## src/rtl/spu_pipe_pkg.sv

```systemverilog
// spu_pipe_pkg
//   Shared types and default widths for the SPU execute-side delay line.
//   pipe_entry_t is the contents of one pipeline stage at default widths.
package spu_pipe_pkg;

    localparam int DATA_W_DEF = 128;
    localparam int PC_W_DEF   = 11;
    localparam int REG_W_DEF  = 7;

    typedef struct packed {
        logic                  valid;
        logic                  wr_en;
        logic [REG_W_DEF-1:0]  rt;
        logic [DATA_W_DEF-1:0] data;
        logic [PC_W_DEF-1:0]   pc;
    } pipe_entry_t;

endpackage

```

## src/rtl/spu_pipe_slot.sv

```systemverilog
// spu_pipe_slot
//   One stage of the SPU delay line: a register holding {valid, wr_en, rt,
//   data, pc}.
// Ports:
//   clk, reset          clock, synchronous active-high reset
//   load                1: take ld_* this edge; 0: hold current contents
//   kill                clear valid and wr_en after the load/hold choice
//   ld_*                candidate contents (previous stage or pipe input)
//   valid, wr_en, rt,
//   data, pc            current contents of this stage
module spu_pipe_slot
    import spu_pipe_pkg::*;
#(
    parameter int DATA_W = DATA_W_DEF,
    parameter int PC_W   = PC_W_DEF,
    parameter int REG_W  = REG_W_DEF
) (
    input  logic              clk,
    input  logic              reset,
    input  logic              load,
    input  logic              kill,
    input  logic              ld_valid,
    input  logic              ld_wr_en,
    input  logic [REG_W-1:0]  ld_rt,
    input  logic [DATA_W-1:0] ld_data,
    input  logic [PC_W-1:0]   ld_pc,
    output logic              valid,
    output logic              wr_en,
    output logic [REG_W-1:0]  rt,
    output logic [DATA_W-1:0] data,
    output logic [PC_W-1:0]   pc
);

    always_ff @(posedge clk) begin
        if (reset) begin
            valid <= 1'b0;
            wr_en <= 1'b0;
            rt    <= '0;
            data  <= '0;
            pc    <= '0;
        end else begin
            if (load) begin
                valid <= ld_valid;
                wr_en <= ld_wr_en;
                rt    <= ld_rt;
                data  <= ld_data;
                pc    <= ld_pc;
            end
            // Kill overrides whatever load/hold chose; payload left stale.
            if (kill) begin
                valid <= 1'b0;
                wr_en <= 1'b0;
            end
        end
    end

endmodule

```

## src/rtl/spu_pipe_delay_line.sv

```systemverilog
// spu_pipe_delay_line
//   DEPTH-stage stallable, flushable instruction/result pipeline with a
//   built-in forwarding lookup. Stage 0 is the youngest; out_* is stage
//   DEPTH-1 and feeds writeback.
// Ports:
//   clk, reset          clock, synchronous active-high reset
//   stall               hold all stages, ignore in_*
//   flush_mask[i]       kill the entry that would occupy stage i after the edge
//   in_*                instruction presented to stage 0
//   out_*               contents of the last stage (qualify with out_valid)
//   stage_valid         per-stage valid bits for hazard logic
//   query_rt            source register to look up
//   fwd_hit/fwd_data    youngest match is final; its data (0 otherwise)
//   fwd_pending         youngest match is not yet final; issue must stall
module spu_pipe_delay_line
    import spu_pipe_pkg::*;
#(
    parameter int DATA_W       = DATA_W_DEF,
    parameter int PC_W         = PC_W_DEF,
    parameter int REG_W        = REG_W_DEF,
    parameter int DEPTH        = 7,
    parameter int RESULT_STAGE = 2
) (
    input  logic              clk,
    input  logic              reset,
    input  logic              stall,
    input  logic [DEPTH-1:0]  flush_mask,
    input  logic              in_valid,
    input  logic              in_wr_en,
    input  logic [REG_W-1:0]  in_rt,
    input  logic [DATA_W-1:0] in_data,
    input  logic [PC_W-1:0]   in_pc,
    output logic              out_valid,
    output logic              out_wr_en,
    output logic [REG_W-1:0]  out_rt,
    output logic [DATA_W-1:0] out_data,
    output logic [PC_W-1:0]   out_pc,
    output logic [DEPTH-1:0]  stage_valid,
    input  logic [REG_W-1:0]  query_rt,
    output logic              fwd_hit,
    output logic [DATA_W-1:0] fwd_data,
    output logic              fwd_pending
);

    if (DEPTH < 1 || DEPTH > 8) begin : g_bad_depth
        $error("spu_pipe_delay_line: DEPTH must be in 1..8");
    end
    if (RESULT_STAGE < 0 || RESULT_STAGE >= DEPTH) begin : g_bad_result_stage
        $error("spu_pipe_delay_line: RESULT_STAGE must be in 0..DEPTH-1");
    end

    logic [DEPTH-1:0]  st_valid;
    logic [DEPTH-1:0]  st_wr_en;
    logic [REG_W-1:0]  st_rt   [DEPTH];
    logic [DATA_W-1:0] st_data [DEPTH];
    logic [PC_W-1:0]   st_pc   [DEPTH];

    logic [DEPTH-1:0]  ld_valid;
    logic [DEPTH-1:0]  ld_wr_en;
    logic [REG_W-1:0]  ld_rt   [DEPTH];
    logic [DATA_W-1:0] ld_data [DEPTH];
    logic [PC_W-1:0]   ld_pc   [DEPTH];

    logic [DEPTH-1:0]  match;

    for (genvar i = 0; i < DEPTH; i++) begin : g_stage
        if (i == 0) begin : g_head
            assign ld_valid[i] = in_valid;
            assign ld_wr_en[i] = in_wr_en;
            assign ld_rt[i]    = in_rt;
            assign ld_data[i]  = in_data;
            assign ld_pc[i]    = in_pc;
        end else begin : g_body
            assign ld_valid[i] = st_valid[i-1];
            assign ld_wr_en[i] = st_wr_en[i-1];
            assign ld_rt[i]    = st_rt[i-1];
            assign ld_data[i]  = st_data[i-1];
            assign ld_pc[i]    = st_pc[i-1];
        end

        spu_pipe_slot #(
            .DATA_W (DATA_W),
            .PC_W   (PC_W),
            .REG_W  (REG_W)
        ) u_slot (
            .clk      (clk),
            .reset    (reset),
            .load     (~stall),
            .kill     (flush_mask[i]),
            .ld_valid (ld_valid[i]),
            .ld_wr_en (ld_wr_en[i]),
            .ld_rt    (ld_rt[i]),
            .ld_data  (ld_data[i]),
            .ld_pc    (ld_pc[i]),
            .valid    (st_valid[i]),
            .wr_en    (st_wr_en[i]),
            .rt       (st_rt[i]),
            .data     (st_data[i]),
            .pc       (st_pc[i])
        );

        assign match[i] = st_valid[i] & st_wr_en[i] & (st_rt[i] == query_rt);
    end

    assign out_valid   = st_valid[DEPTH-1];
    assign out_wr_en   = st_wr_en[DEPTH-1];
    assign out_rt      = st_rt[DEPTH-1];
    assign out_data    = st_data[DEPTH-1];
    assign out_pc      = st_pc[DEPTH-1];
    assign stage_valid = st_valid;

    // Youngest (lowest-index) match wins; older matches are shadowed by it.
    always_comb begin
        logic found;
        found       = 1'b0;
        fwd_hit     = 1'b0;
        fwd_pending = 1'b0;
        fwd_data    = '0;
        for (int unsigned i = 0; i < int'(DEPTH); i++) begin
            if (!found && match[i]) begin
                found = 1'b1;
                if (i >= int'(RESULT_STAGE)) begin
                    fwd_hit  = 1'b1;
                    fwd_data = st_data[i];
                end else begin
                    fwd_pending = 1'b1;
                end
            end
        end
    end

endmodule
```

## config.mk

```make
export PLATFORM = sky130hd
export DESIGN_NAME = spu_pipe_delay_line
export DESIGN_NICKNAME = d
export VERILOG_FILES = /design/src/rtl/spu_pipe_pkg.sv /design/src/rtl/spu_pipe_slot.sv /design/src/rtl/spu_pipe_delay_line.sv
export SDC_FILE = /design/constraint.sdc
export NUM_CORES = 2
export LEC_CHECK = 0
export CORE_MARGIN = 2
export CORE_UTILIZATION = 55
export DETAILED_ROUTE_END_ITERATION = 8
export GPL_TIMING_DRIVEN = 1
export PLACE_DENSITY = 0.78
export SYNTH_ARGS = -nofsm -noshare
export SYNTH_HDL_FRONTEND = slang
export SYNTH_HIERARCHICAL = 1
export SYNTH_SLANG_ARGS = --single-unit
export TNS_END_PERCENT = 1
```

## constraint.sdc

```tcl
create_clock -name clk -period 2.7 [get_ports clk]
set_input_delay 0.27 -clock clk [delete_from_list [all_inputs] [get_ports clk]]
set_output_delay 0.27 -clock clk [all_outputs]
set_load 0.01 [all_outputs]
```

==> impl_metrics.ini <==
[grt]
grt-ovfl-total = 0
first_global_vias = 31800
track_usage_pct = 26.5
grt_max_degree = 103
grt_pass1_wl_um = 176000
antenna_found_initial = 13

[floorplanning]
die-area_mm2 = 0.0814
ios = 450
start_util_pct = 55.4
die-width_um = 285
die_y_um = 285
fp.coreArea_mm2 = 0.0786
rows = 103

[sta]
hold_viol_final = 0
timing.fmax_mhz = 285
fin_worst_skew_ns = 0.0204
timing.final.ws_setup_ns = -0.804
min_period_ns = 3.50
finalSetupTns_ns = -82.60
rsz0062_at_grt = true
final-max-slew-violation-count = 0
slew_headroom_pct = 63.0
worst_hold_slack_ns = 0.195
worst_pin_slew_ns = 0.555
setup_violations = 129
fin_crit_sh_pct = 130

[logic_synthesis]
muxShareOfSynthArea_pct = 23.8
synth_cell_types = 29
synth_fa_ha_area_share_pct = 0
seq_area_frac_synth_pct = 47.6
synthXorXnorAreaFrac_pct = 0.986
ys_seq_elements = 1036
yosys_warnings = 6
syn_inst = 4452
synth-simple-area-share_pct = 14.6
syn_nets = 4617
synth_top_cells_by_count = 1036 x dfxtp_1, 1036 x mux2i_1, 1024 x nor2_1
yosys-top-cells-area = dfxtp_1 48%, mux2i_1 24%, nor2_1 8.8%
ys_dominant_reg_cell = dfxtp_1
synthArstFlopShare_pct = 0
synth_top_family_by_area = multiplexers
synth_top_area_share_pct = 47.6
syn_area_per_cell_um2 = 9.78
synth_compound_area_share_pct = 5.55
synth.largest_area_cell = dfxtp_1
syn_area_mm2 = 0.0435
synth_edf_count = 0

[setup_path]
cp_data_arrival_time_ns = 3.23
cp_slowest_cell = or4_4
cp-end-kind = output pin
cp_cell_sequence = xor2_1 -> or4_4 -> o22a_1 -> buf_4 -> and3b_4 -> buf_12 -> a211o_1 -> dlygate4sd2_1
critPathLaunchType = flip-flop
cpLargestDelayFamily = simple AND/OR/NAND/NOR gates
crit_buf_inv = 3
slowest_delay_ns = 0.58
crit_fanout = 71
crit_required_ns = 2.43
path_class = flip-flop to output pin

[clock_network]
cts-htree-levels = 3
clk_latency_ns = 0.67
numCtsBuffers = 105
cts_tree = done
cts_buffer_depth = 3
cts.sinks = 1036
root_buffer = clkbuf_16
clk_transition_reported_paths_ns = 0.06

[route]
ant_nets = 0
num_vias = 33500
wl_per_cell_um = 18.5
drtIter0Drc = 2716
drt_pre_antenna_iters = 6
drc = 0
wl_um = 112000
vias_per_cell = 5.52

[power]
switching_share_pct = 22.2
power_frac_seq_pct = 48.0
p_per_area_mw_per_mm2 = 621
leakagePower_nw = 23.8
ir_drop_mv = 0.589
clkPwrFrac_pct = 46.3
net-switching-power_mw = 7.27
p_comb_share_pct = 5.6
p_int_mw = 25.5

[layout]
drive_gt1_share_pct = 11.6
area_delta_synth_final_pct = 21.2
fin_nets = 5086

[place]
numPortBuffers = 449
dpl.hpwl_um = 76000
gp_congestion = 0.862

[run_status]
failed_checks = setup timing
outcome = finished with violations

[flow_run]
timing.max_cap.violations = 0

[min_path]
min_path_type = primary input to flip-flop
layout make-up:
cell class / count / area [um^2]
antenna: 10 / 25.0
clock buffer: 158 / 3100
clock inverter: 35 / 562
fill: 6038 / 25800
inverter: 1 / 11.3
multi-input combinational: 3049 / 19700
sequential: 1036 / 20700
tap: 1050 / 1310
timing repair buffer: 728 / 7360
cells by family (layout without fill, tap and decap cells):
group / count (synthesis) / in the layout
DFF: 1036 / 1036
and+or+nand+nor: 1578 / 1578
xor gates and xnor gates: 49 / 49
muxes: 1036 / 1036
other: 0 / 10
AOI/OAI and AO/OA: 386 / 386
buffers and inverters: 367 / 922
flip-flops by register name (all words and copies together), names as in the netlist:
| register | cells |
|---|---|
| g_stage.u_slot/valid | 7 |
| g_stage.u_slot/pc | 77 |
| g_stage.u_slot/data | 896 |
| g_stage.u_slot/wr_en | 7 |
| g_stage.u_slot/rt | 49 |
worst register-to-register path: cells and delay by family (launching register included):
kind	cells	cell delay (ns)
simple gates	1	0.17
buf+inv	1	0.15
flops	1	0.37
mux	1	0.07
routing by layer:
layer / vias to the layer above / global-route usage (%) / share of wire, %
met5: - / 0 / 0.035
met4: 6 / 10.4 / 3.5
met3: 230 / 4.62 / 6.4
met2: 1188 / 42.8 / 47
met1: 16000 / 35.3 / 44
li1: 16100 / - / -
metrics by stage:
step | instance area (um^2) | utilization, % | total power [mW] | instances | setup slack [ns]
2_1_floorplan | 43500 | - | 17.5 | 4452 | 0.337
3_3_place_gp | 49200 | 62.6 | 17.9 | 5845 | -0.888
3_5_place_dp | 49200 | 62.6 | 17.9 | 5845 | -0.925
4_1_cts | 52600 | 66.9 | 33.0 | 6047 | -0.958
5_1_grt | 52800 | 67.1 | 33.8 | 6067 | -0.829
6_report | 52800 | 67.1 | 32.7 | 6067 | -0.804
cells in the final DEF, fill, tap and decap left out, types with 3 or more instances in the layout:
cell and instances:
dlygate4sd2_1 22, nand4_1 6, nor4_2 3, clkinv_2 12, buf_6 16, clkdlybuf4s50_1 314
mux2i_1 1036, buf_2 71, diode_2 10, buf_8 3, clkdlybuf4s15_2 3, buf_12 91
dfxtp_1 1035, nand2_1 259, buf_4 179, a21oi_2 10, nor2_1 1022, xor2_1 21
a21oi_1 247, nor3_1 15, clkbuf_16 107, a211o_1 128, clkbuf_2 21, clkinvlp_4 5
clkbuf_1 27, xnor2_1 28, nand3_1 260, dlymetal6s2s_1 3, bufinv_16 11, clkbuf_8 25
worst paths after layout:
kind	depth (start not counted)	startpoint	slack (ns)	endpoint
worst max-delay path	8	g_stage[3].u_slot/rt[4]	-0.80	fwd_data[64]
worst min-delay path	2	flush_mask[5]	0.20	g_stage[5].u_slot/valid
worst max register to register	3	g_stage[1].u_slot/valid	1.86	g_stage[2].u_slot/valid
worst min register to register	2	g_stage[2].u_slot/pc[5]	0.49	g_stage[3].u_slot/pc[5]
power groups by stage:
stage	Combinational (mW)	Sequential [mW]	Clock [mW]
2_1_floorplan	1.48	16.0	0
6_report	1.85	15.7	15.2
5_1_grt	1.98	15.7	16.0
4_1_cts	1.85	15.7	15.4
3_3_place_gp	1.81	16.0	0
3_5_place_dp	1.83	16.1	0
what timing repair did:
action / in CTS / in global routing
pin swaps: 26 / 15
hold endpoints to repair: 7 / 0
endpoints found under the setup margin: 130 / 130
cloned: 2 / 1
hold buffers: 1 / 0
gates resized for setup: 394 / 82
setup buffers: 6 / 9
No activity file was read; power rests on OpenSTA's default activity.
